===== config.mk =====
export PLATFORM = sky130hd
export DESIGN_NAME = fifo_wr_arbiter
export DESIGN_NICKNAME = d
export VERILOG_FILES = /design/src/rtl/fifo_arb_pkg.sv /design/src/rtl/rr_pick.sv /design/src/rtl/fifo_wr_arbiter.sv
export SDC_FILE = /design/constraint.sdc
export NUM_CORES = 1
export LEC_CHECK = 0
export CORE_MARGIN = 5
export CORE_UTILIZATION = 40
export DETAILED_ROUTE_END_ITERATION = 10
export PLACE_DENSITY = 0.84
export SETUP_SLACK_MARGIN = 0.1
export SLEW_MARGIN = 40
export SYNTH_ARGS = -nofsm -noshare
export SYNTH_HDL_FRONTEND = slang
export SYNTH_HIERARCHICAL = 1
export SYNTH_SLANG_ARGS = --single-unit

===== constraint.sdc =====
create_clock -name clk -period 4.8 [get_ports clk]
set_input_delay 0.96 -clock clk [delete_from_list [all_inputs] [get_ports clk]]
set_output_delay 0.96 -clock clk [all_outputs]
set_load 0.05 [all_outputs]

===== src/rtl/fifo_arb_pkg.sv =====
// Shared types and helpers for the FIFO write-port arbiter: FSM states,
// width functions and the rotate-and-find-first search used by rr_pick.
package fifo_arb_pkg;

  typedef enum logic {
    IDLE = 1'b0,
    XFER = 1'b1
  } arb_state_e;

  localparam int MAX_REQ = 8;

  typedef struct packed {
    logic       found;
    logic [2:0] idx;
  } pick_t;

  function automatic int id_width(input int n);
    return $clog2(n);
  endfunction

  function automatic int cnt_width(input int max_burst);
    return $clog2(max_burst + 1);
  endfunction

  // First set bit of req at or above ptr, wrapping modulo n; ptr must be < n.
  function automatic pick_t rr_find_first(input logic [MAX_REQ-1:0] req,
                                          input int n, input int ptr);
    pick_t r;
    int    j;
    r = '0;
    for (int i = 0; i < MAX_REQ; i++) begin
      j = ptr + i;
      if (j >= n) j = j - n;
      if (i < n && !r.found && req[j]) begin
        r.found = 1'b1;
        r.idx   = 3'(j);
      end
    end
    return r;
  endfunction

endpackage


===== src/rtl/rr_pick.sv =====
// Combinational round-robin picker: lowest requesting index at or after
// rr_ptr, wrapping around NUM_REQ.
module rr_pick
  import fifo_arb_pkg::*;
#(
  parameter int NUM_REQ = 4
) (
  input  logic [NUM_REQ-1:0]           req,
  input  logic [id_width(NUM_REQ)-1:0] rr_ptr,
  output logic                         valid,
  output logic [id_width(NUM_REQ)-1:0] idx
);

  localparam int ID_W = id_width(NUM_REQ);

  pick_t              pick;
  logic [MAX_REQ-1:0] req_ext;

  always_comb begin
    req_ext                = '0;
    req_ext[NUM_REQ-1:0]   = req;
    pick                   = rr_find_first(req_ext, NUM_REQ, int'(rr_ptr));
    valid                  = pick.found;
    idx                    = pick.idx[ID_W-1:0];
  end

endmodule


===== src/rtl/fifo_wr_arbiter.sv =====
// Burst-granular round-robin arbiter sharing one async FIFO write port among
// NUM_REQ producers. Optional idle-owner release under `FIFO_ARB_TIMEOUT_EN.
module fifo_wr_arbiter
  import fifo_arb_pkg::*;
#(
  parameter int NUM_REQ   = 4,
  parameter int WIDTH     = 8,
  parameter int MAX_BURST = 16,
  parameter int TIMEOUT   = 32
) (
  input  logic                         clk,
  input  logic                         rst_n,
  input  logic [NUM_REQ-1:0]           req_valid,
  input  logic [NUM_REQ-1:0]           req_last,
  input  logic [NUM_REQ*WIDTH-1:0]     req_data,
  output logic [NUM_REQ-1:0]           req_ready,
  input  logic                         fifo_wfull,
  output logic                         fifo_winc,
  output logic [WIDTH-1:0]             fifo_wdata,
  output logic [id_width(NUM_REQ)-1:0] grant_id,
  output logic                         busy,
`ifdef FIFO_ARB_TIMEOUT_EN
  output logic                         timeout_evt,
`endif
  output arb_state_e                   state_dbg
);

  localparam int ID_W  = id_width(NUM_REQ);
  localparam int CNT_W = cnt_width(MAX_BURST);
  localparam logic [CNT_W-1:0] LAST_BEAT = CNT_W'(MAX_BURST - 1);

  arb_state_e       state, state_d;
  logic [ID_W-1:0]  rr_ptr, rr_ptr_d, grant_d, next_ptr;
  logic [CNT_W-1:0] beat_cnt, beat_d;
  logic             pick_valid, owner_valid, owner_last;
  logic [ID_W-1:0]  pick_idx;

`ifdef FIFO_ARB_TIMEOUT_EN
  localparam int IDLE_W = $clog2(TIMEOUT + 1);
  localparam logic [IDLE_W-1:0] IDLE_MAX = IDLE_W'(TIMEOUT - 1);
  logic [IDLE_W-1:0] idle_cnt, idle_d;
`endif

  rr_pick #(.NUM_REQ(NUM_REQ)) u_pick (
    .req    (req_valid),
    .rr_ptr (rr_ptr),
    .valid  (pick_valid),
    .idx    (pick_idx)
  );

  assign busy      = (state == XFER);
  assign state_dbg = state;
  assign next_ptr  = (grant_id == ID_W'(NUM_REQ - 1)) ? '0 : grant_id + 1'b1;

  always_ff @(posedge clk or negedge rst_n) begin
    if (!rst_n) begin
      state    <= IDLE;
      rr_ptr   <= '0;
      grant_id <= '0;
      beat_cnt <= '0;
`ifdef FIFO_ARB_TIMEOUT_EN
      idle_cnt <= '0;
`endif
    end else begin
      state    <= state_d;
      rr_ptr   <= rr_ptr_d;
      grant_id <= grant_d;
      beat_cnt <= beat_d;
`ifdef FIFO_ARB_TIMEOUT_EN
      idle_cnt <= idle_d;
`endif
    end
  end

  // Handshake: a beat of producer i transfers in a cycle where req_valid[i]
  // and req_ready[i] are both high; ready is offered only to the owner, only
  // while the FIFO is not full, and never depends on the owner's valid.
  always_comb begin
    state_d     = state;
    rr_ptr_d    = rr_ptr;
    grant_d     = grant_id;
    beat_d      = beat_cnt;
    req_ready   = '0;
    fifo_winc   = 1'b0;
    fifo_wdata  = '0;
    owner_valid = req_valid[grant_id];
    owner_last  = req_last[grant_id];
`ifdef FIFO_ARB_TIMEOUT_EN
    idle_d      = idle_cnt;
    timeout_evt = 1'b0;
`endif
    case (state)
      IDLE: begin
        if (pick_valid) begin
          state_d = XFER;
          grant_d = pick_idx;
          beat_d  = '0;
`ifdef FIFO_ARB_TIMEOUT_EN
          idle_d  = '0;
`endif
        end
      end
      XFER: begin
        req_ready[grant_id] = !fifo_wfull;
        fifo_winc           = owner_valid & !fifo_wfull;
        if (fifo_winc) begin
          fifo_wdata = req_data[int'(grant_id)*WIDTH +: WIDTH];
          beat_d     = beat_cnt + 1'b1;
          // last beat and burst cap together still give a single release
          if (owner_last || beat_cnt == LAST_BEAT) begin
            state_d  = IDLE;
            rr_ptr_d = next_ptr;
          end
        end
`ifdef FIFO_ARB_TIMEOUT_EN
        if (owner_valid) begin
          idle_d = '0;
        end else if (idle_cnt == IDLE_MAX) begin
          state_d     = IDLE;
          rr_ptr_d    = next_ptr;
          timeout_evt = 1'b1;
        end else begin
          idle_d = idle_cnt + 1'b1;
        end
`endif
      end
      default: state_d = IDLE;
    endcase
  end

endmodule


==> run summary <==
Nets = 206
Overflow after GRT = 0
Clock Power Share = 0.092
Post-synth EDFFs = 0
Die H = 61.0 microns
DR vias/cell = 5.67
Core ar. = 2480 sq um
Met3 routed WL = 167 microns
Pre-CTS setup slack = 798 ps
Switching share of total power = 0.496
Hold Crit Class = register to register
Clk sinks = 10
R2R Path Start = grant_id[0]
Largest net degree at the start of global routing = 19
Cell Area, Placed = 1620 sq um
Port buffer count = 59
Final worst slack = 759 ps
Remaining DRCs = 0
CP endpoint kind = primary output
Post-CTS Hold Buffers = 0
Cell Pwr Density = 508 nW/um^2
First-pass GRT wire length = 5320 microns
Hold Slack = 538 ps
Pins Over Slew Limit = 0
Post-route clock skew = 3.10 ps
Initial Utilization = 0.421
RSZ-0062 raised after global routing = false
Slowest cell delay on critical path = 730 ps
Placed insts = 182
Final Instance Area = 1650 sq um
H-tree Lvls = 1
Cell mode on critical path = clkdlybuf4s50_1
Vias in the first global route = 1105
Met2 routed WL = 1910 microns
CP top delay family = buffers and inverters
Final Hold Viols = 0
CP startpoint kind = input port
Hold worst-path end = beat_cnt[4]
Hold_sp = beat_cnt[4]
Pre-antenna DRT Iters = 4
Netlist Area Pre-Place = 1040 sq um
Switching power = 0.416 mW
F_max = 247 MHz
Met1 WL = 1190 microns
Drt total wl = 3310 microns
Post-synth ARST share = 1.00
Yosys reg bits = 10
Rel. slew slack = 0.559
CTS buffer count = 3
Diode count = 0
P&R area growth vs syn = 58.6%
Share of layout cells above drive strength 1 = 0.122
Slew of the pin with the lowest slew margin = 662 ps
CP Buf/Inv Count = 2
Commonest non-fill, non-tap cells in the layout = clkdlybuf4s50_1, and3_1, dfrtp_1
Hpwl dp = 2720 microns
Worst skew pair latency = 270 ps
CP max FO = 11
R2R Setup Slk = 2840 ps
Postcts setup bufs = 0
Leading cell type in the layout, fill and taps excluded = clkdlybuf4s50_1
Clk buf depth = 2
Routed len/inst = 17.8 microns
Cts repair resizes = 0
Int Power = 0.423 mW
Uppermost layer routed = met4
Register share of total power = 0.238
Hold path cells = 2
CTS tree = built
Layout Cells excl Fill = 186
Die W = 61.0 microns
Antenna-violating nets left = 0
Worst reg2reg endpoint = rr_ptr[1]
Total Routing Usage GR = 0.196
Vias = 1055
CP cell instances = clkdlybuf4s50_1 > mux4_2 > and3_1 > clkdlybuf4s50_1
I/O pin total = 60
Worst EP arrival = 3080 ps
Clock Tree Root = clkbuf_4
# setup viols final = 0
Worst-case reg-to-reg path depth = 3
Post-Syn Area per Cell = 10.3 sq um
Kind of critical path = input port to primary output
Final min period = 4040 ps
DIE AREA = 3730 sq um
Netlist cell types = 34
Post-Syn Instances = 101
Synthesis warning total = 6
Post-synth top flop = dfrtp_1
Util after Layout = 0.667
# Max-Cap Violations = 0
Run status = finished, final reports clean
Placement Rows = 18
Filler instances = 204
Synthesized Nets = 150
Slowest cell on the critical path = clkdlybuf4s50_1
WP data required = 3840 ps
Combinational power share = 0.669
Initial antenna violation count = 0
Gp weighted congestion = 0.907
TNS Setup = 0 ps
Worst IR Drop VDD = 0.366 mV
Clk slew on worst S/H paths = 70 ps
Total power = 0.839 mW
Leakage = 0.697 nW
Share of the clock period used by the worst path = 0.842
DRT iter0 DRCs = 51
Seq/Total Area, Yosys = 0.240
## final cells by class
type,instances,area [sq um],area share
Multi-Input combinational cell,74,703,0.425
Timing Repair Buffer,59,591,0.357
Sequential cell,10,251,0.152
Tap cell,30,37.5,0.0227
Clock buffer,4,36.3,0.0220
Inverter,9,33.8,0.0204
## worst register-to-register path, stage by stage (launching register included)
cell and delay, ps:
dfrtp_2 650, mux4_2 710, o211ai_4 170, mux2_4 320
## synthesized netlist by cell type, types with 2 or more instances
cell / count / area, sq um
o21ai_0: 3 / 15.0
dfrtp_1: 10 / 250
mux2i_1: 2 / 20.0
and2_1: 4 / 25.0
nand3_1: 6 / 30.0
nor2_1: 3 / 11.3
and3_1: 9 / 56.3
o211ai_1: 2 / 15.0
buf_6: 2 / 22.5
mux4_1: 3 / 78.8
nand2_1: 5 / 18.8
mux2_2: 2 / 22.5
ha_1: 6 / 75.1
nor3b_1: 3 / 22.5
a21oi_1: 4 / 20.0
inv_1: 8 / 30.0
buf_4: 2 / 15.0
clkbuf_1: 2 / 7.51
nand2b_1: 3 / 18.8
mux4_2: 7 / 158
buf_2: 2 / 10.0
## flip-flops by register name, indices dropped and copies added, names as in the netlist
| signal | flops |
|---|---|
| beat_cnt | 5 |
| busy | 1 |
| grant_id | 2 |
| rr_ptr | 2 |
## worst max-delay path by stage
| stage | startpoint | to | slack, ps | cells after the start |
|---|---|---|---|---|
| global placement | req_valid[0] | fifo_wdata[6] | 840 | 4 |
| detailed placement | req_valid[0] | fifo_wdata[1] | 800 | 4 |
| floorplan | fifo_wfull | fifo_wdata[2] | 1860 | 3 |
| finish | req_valid[0] | fifo_wdata[1] | 760 | 4 |
| CTS | req_valid[0] | fifo_wdata[1] | 760 | 4 |
| global route | fifo_wfull | fifo_wdata[1] | 700 | 4 |
## power groups by stage
stage	sequential (mW)	combinational, mW	clock, mW
5_1_grt	0.213	0.595	0.0823
3_3_place_gp	0.197	0.548	0
2_1_floorplan	0.182	0.426	0
3_5_place_dp	0.201	0.563	0
4_1_cts	0.200	0.566	0.0786
6_report	0.200	0.562	0.0775
## cells by family (layout without fill, tap and decap cells)
group | after synthesis | count (layout) | share of synthesized area
flip-flops | 10 | 10 | 0.240
buffers and inverters | 17 | 72 | 0.0852
AO/OA/AOI/OAI | 16 | 16 | 0.113
multiplexers | 15 | 15 | 0.282
AND/OR/NAND/NOR | 37 | 37 | 0.208
adder cells (fa/ha/maj) | 6 | 6 | 0.0720
## layer usage
| metal | vias up | global-route usage |
|---|---|---|
| met1 | 516 | 0.211 |
| met2 | 48 | 0.385 |
| met5 | - | 0 |
| met3 | 4 | 0.0419 |
| met4 | 0 | 0.0402 |
| li1 | 487 | - |
Power figures use the tool's default switching activity.
